**config.mk**
```make
export PLATFORM = sky130hd
export DESIGN_NAME = counter_arbiter
export DESIGN_NICKNAME = d
export VERILOG_FILES = /design/src/rtl/counter_arb_pkg.sv /design/src/rtl/mod_counter.sv /design/src/rtl/counter_arbiter.sv
export SDC_FILE = /design/constraint.sdc
export NUM_CORES = 1
export LEC_CHECK = 0
export BUFFER_PORTS_ARGS = -buffer_cell sky130_fd_sc_hd__buf_2
export CAP_MARGIN = 20
export CORE_MARGIN = 8
export CORE_UTILIZATION = 45
export CTS_BUF_LIST = sky130_fd_sc_hd__clkbuf_2
export CTS_CLUSTER_SIZE = 12
export DETAILED_ROUTE_END_ITERATION = 8
export PLACE_DENSITY = 0.82
export SLEW_MARGIN = 20
export SYNTH_ARGS = -nofsm -noshare
export SYNTH_HDL_FRONTEND = slang
export SYNTH_HIERARCHICAL = 1
export SYNTH_SLANG_ARGS = --single-unit
```
**constraint.sdc**
```tcl
create_clock -name clk -period 1.25 [get_ports clk]
set_clock_uncertainty 0.15 [all_clocks]
set_input_delay 0.125 -clock clk [delete_from_list [all_inputs] [get_ports clk]]
set_output_delay 0.125 -clock clk [all_outputs]
set_load 0.1 [all_outputs]
```
**src/rtl/counter_arb_pkg.sv**
```systemverilog
// Shared types and default sizing for the counter arbiter.
package counter_arb_pkg;

  typedef enum logic [0:0] {
    IDLE = 1'b0,
    RUN  = 1'b1
  } state_t;

  localparam int MOD_DEF   = 6;
  localparam int CNT_W_DEF = 3;

endpackage

```
**src/rtl/mod_counter.sv**
```systemverilog
// Modulo-MOD up-counter: clr forces zero, en advances and wraps at MOD-1, tc flags MOD-1.
module mod_counter
  import counter_arb_pkg::*;
#(
  parameter int MOD   = MOD_DEF,
  parameter int CNT_W = CNT_W_DEF
) (
  input  logic             clk,
  input  logic             reset,
  input  logic             clr,
  input  logic             en,
  output logic [CNT_W-1:0] q,
  output logic             tc
);

  localparam logic [CNT_W-1:0] LAST = CNT_W'(MOD - 1);

  assign tc = (q == LAST);

  // NOTE: registered state uses non-blocking assignments so every flop samples pre-edge values.
  always_ff @(posedge clk or posedge reset) begin
    if (reset) begin
      q <= '0;
    end else if (clr) begin
      q <= '0;
    end else if (en) begin
      q <= tc ? '0 : q + CNT_W'(1);
    end
  end

endmodule

```
**src/rtl/counter_arbiter.sv**
```systemverilog
// Round-robin arbiter lending one shared modulo counter to N_REQ requesters for MOD cycles each.
// Optional feature: define CNT_ARB_ABORT_EN to let a requester abort its run by dropping req.
module counter_arbiter
  import counter_arb_pkg::*;
#(
  parameter int N_REQ = 4,
  parameter int MOD   = MOD_DEF,
  parameter int CNT_W = CNT_W_DEF
) (
  input  logic             clk,
  input  logic             reset,
  input  logic [N_REQ-1:0] req,
  output logic [N_REQ-1:0] gnt,
  output logic [CNT_W-1:0] q,
  output logic             busy,
  output logic [N_REQ-1:0] done,
  output logic             abort
);

  localparam int PTR_W = (N_REQ > 1) ? $clog2(N_REQ) : 1;

  state_t           state;
  logic [PTR_W-1:0] ptr;
  logic [PTR_W-1:0] win;
  logic [PTR_W-1:0] win_inc;
  logic [PTR_W-1:0] rr_win;
  logic [PTR_W-1:0] scan_idx;
  logic             rr_any;
  logic             tc;
  logic             run_end;
  logic             drop;
  int               scan;

  // NOTE: every always_comb output gets a default first, so no path can infer a latch.
  always_comb begin
    rr_any   = 1'b0;
    rr_win   = ptr;
    scan     = 0;
    scan_idx = ptr;
    for (int i = 0; i < N_REQ; i++) begin
      scan = int'(ptr) + i;
      if (scan >= N_REQ) scan = scan - N_REQ;
      scan_idx = PTR_W'(scan);
      if (!rr_any && req[scan_idx]) begin
        rr_any = 1'b1;
        rr_win = scan_idx;
      end
    end
  end

  assign win_inc = (win == PTR_W'(N_REQ - 1)) ? '0 : win + PTR_W'(1);
  assign run_end = (state == RUN) && tc;
  assign busy    = (state == RUN);

`ifdef CNT_ARB_ABORT_EN
  // Completion on the final cycle wins over a late drop of the granted request.
  assign drop = (state == RUN) && !req[win] && !tc;

  always_ff @(posedge clk or posedge reset) begin
    if (reset) abort <= 1'b0;
    else       abort <= drop;
  end
`else
  assign drop  = 1'b0;
  assign abort = 1'b0;
`endif

  mod_counter #(
    .MOD   (MOD),
    .CNT_W (CNT_W)
  ) u_cnt (
    .clk   (clk),
    .reset (reset),
    .clr   ((state == IDLE) || drop),
    .en    (state == RUN),
    .q     (q),
    .tc    (tc)
  );

  always_ff @(posedge clk or posedge reset) begin
    if (reset) begin
      state <= IDLE;
      ptr   <= '0;
      win   <= '0;
      gnt   <= '0;
      done  <= '0;
    end else begin
      done <= '0;
      case (state)
        IDLE: begin
          if (rr_any) begin
            state <= RUN;
            win   <= rr_win;
            gnt   <= N_REQ'(1) << rr_win;
          end
        end
        RUN: begin
          if (run_end || drop) begin
            state <= IDLE;
            gnt   <= '0;
            ptr   <= win_inc;
            if (run_end) done <= N_REQ'(1) << win;
          end
        end
      endcase
    end
  end

endmodule

```
==> results.tsv <==
stage	metric	value	unit
status	status	finished with violations	
status	violations	negative setup slack	
critical_path	worst-r2r-cell-count	5	
layout	fill_cells	101	
grt	grt.met1_usage	14.32	%
grt	gr-usage-met3	3.254	%
sta	rsz0062_at_grt	true	
grt	grt.total_usage	14.18	%
clock_tree	worstSkewPairLatency	0.30	ns
synthesis	syn-num-nets	88	
pwr	vdd_drop_max	0.001769	V
hold_path	hp-class	in2async	
synthesis	syn_area	833.3	um^2
synthesis	synth_most_common_cell	dfrtp_1	
synthesis	yosysWarnings	6	
layout	post-route-util	81.88	%
grt	grt_pass1_wl	3.732	mm
grt	grt_max_degree	14	
synthesis	synthCells	78	
synthesis	avgSynthCellArea	10.68	um^2
synthesis	async_flop_share	100.0	%
clock_tree	clk_pin_slew	0.16	ns
clock_tree	cts.sinks	16	
synthesis	netlist_top_cells_area	dfrtp_1, ha_1, and3_1	
critical_path	cp-end-kind	flop	
grt	grt_pass1_vias	839	
placed_design	place_worst_setup_slack	-0.2585	ns
run	cap_violations	0	
sta	fin_ws	-0.2306	ns
synthesis	synth_ff_type	dfrtp_1	
synthesis	synth.distinct_cells	30	
pwr	finalPower	3.837	mW
floorplanning	fp.dieW	59.03	um
sta	worst_hold_slack	0.08211	ns
route	ant_nets	0	
grt	grt_overflow	0	
synthesis	yosysTopAreaCellShare	48.05	%
sta	slew_violations	0	
placed_design	place_area	0.001234	mm^2
placed_design	io_buffers	17	
critical_path	critPathArrivalTime	1.53	ns
route	via_per_inst	5.369	
synthesis	yosysSeqAreaShare	48.05	%
pwr	power_density	2714	mW/mm^2
synthesis	yosysTopAreaCell	dfrtp_1	
sta	finalCriticalPeriod	1.481	ns
floorplanning	core_region_area	0.001727	mm^2
synthesis	synth.top_cells.by_count	dfrtp_1, inv_1, and3_1, nand2_1	
clock_tree	cts_tree	done	
critical_path	r2r_slack	-0.23	ns
placed_design	gp_routability_congestion	0.7903	
route	drc_errors	0	
synthesis	ys_ff_latch	16	
critical_path	startpoint	ptr[0]	
critical_path	r2r-end	win[0]	
route	firstDrtPassIters	4	
sta	hold_viol	0	
critical_path	crit_path_end	win[0]	
grt	grt_antenna_before_repair	0	
sta	finalCritPeriodShare	118.4	%
sta	finalSetupViolCount	19	
route	vias	757	
placed_design	dpl.hpwl	1.682	mm
grt	grtUsageMet2	25.55	%
clock_tree	cts_root_buf	clkbuf_2	
critical_path	worstPathMaxFanout	5	
sta	tightest_slew	0.5228	ns
layout	final_nets	127	
clock_tree	cts_buffer_depth	2	
floorplanning	rows	15	
floorplanning	die_height	59.03	um
pwr	leakage	0.6788	nW
layout	fin_area	0.001414	mm^2
route	totalWireLength	2.308	mm
grt	busiest_layer	met2	
critical_path	criticalPathCategory	reg2reg	
clock_tree	htreeDepth	1	
floorplanning	num_io_pins	19	
critical_path	required	1.30	ns
layout	drive_gt1_share	59.48	%
route	wl_per_cell	16.37	um
critical_path	cp-start-kind	flop	
synthesis	synth_edf_count	0	
floorplanning	start_util	48.26	%
sta	slew_headroom	65.11	%
floorplanning	die-area	0.003485	mm^2
clock_tree	cts_made_buffers	3	
route	drt_iter0_markers	12	
layout	syn_to_final_growth	69.67	%
layout	antenna_cells	0	
sta	fmax	675.4	MHz
critical_path	rr_startpoint	ptr[0]	
[stage by stage]
step                      setup TNS, ns  std cells
after detailed placement         -1.495        131
after floorplan                  -2.570         78
after global placement           -1.051        131
after global routing             -2.980        141
after CTS                        -2.060        141
final                            -2.230        141
[power by group]
group          switching [mW]  internal (mW)  total [mW]
clock network           0.169         0.0695       0.239
logic                    1.54           1.13        2.67
registers               0.194          0.736       0.930
[layer usage]
| metal | routed length, um | vias up |
|---|---|---|
| li1 | - | 353 |
| met1 | 867 | 362 |
| met2 | 1262 | 33 |
| met3 | 116 | 9 |
| met4 | 62 | 0 |
| met5 | 0 | - |
[how the worst min path moves through the flow]
| stage | slack [ns] | start | endpoint |
|---|---|---|---|
| 4_1_cts | 0.07 | reset | u_cnt/q[1] |
| 3_5_place_dp | -0.15 | reset | u_cnt/q[0] |
| 2_1_floorplan | -0.27 | reset | u_cnt/q[0] |
| 5_1_grt | 0.09 | reset | u_cnt/q[1] |
| 6_report | 0.08 | reset | u_cnt/q[1] |
| 3_3_place_gp | -0.15 | reset | u_cnt/q[2] |
[flip-flops by register name (all words and copies together) (netlist names)]
signal,cells
u_cnt/q,3
gnt,4
busy,1
win,2
done,4
ptr,2
[area by class of cell]
type                    instances  area [um^2]  area share [%]
multi-input cells              54        490.5           34.69
repair buffers                 35        429.2           30.35
flip-flops and latches         16        417.9           29.56
well taps                      25        31.28           2.212
inverters                       7        26.28           1.858
clock buffers                   3        15.01           1.062
clock inverters                 1        3.754          0.2655
[cells in the final DEF, fill, tap and decap left out, types with 2 or more instances in the layout]
cell      count
and3_1        4
dfrtp_4       4
clkbuf_2      3
nand2b_4      2
a21o_1        2
mux2_4        2
a21oi_2       3
a31o_2        2
a21bo_1       2
nor2b_2       2
nor2_1        2
buf_12       12
dfrtp_1      10
inv_1         6
buf_6         7
o21ai_0       2
buf_4        10
buf_2         5
ha_1          4
o31ai_2       3
dfrtp_2       2
nand2_1       4
[worst max-delay path: stages, from the launching register on]
cell and delay, ns:
dfrtp_1 0.45, nand2b_4 0.17, a21oi_2 0.14, a211oi_2 0.06, buf_4 0.16, mux2_4 0.25
[timing repair]
item                       CTS  global route
hold buffers                 1             0
hold endpoints to repair    16             0
gates resized for setup     17            11
pin swaps                   11             5
setup endpoints to repair   19            20
setup buffers                5             0
[logic make-up (layout without fill, tap and decap cells)]
logic type	after synthesis	count (layout)	share of synthesized area [%]
other cells	1	1	0.4500
simple gates	24	24	18.47
mux	2	2	2.703
flops	16	16	48.05
compound gates	22	22	19.22
buf+inv	8	46	4.054
xor+xnor	1	1	1.051
fa+ha+maj	4	4	6.006
(Power assumes the default switching activity.)
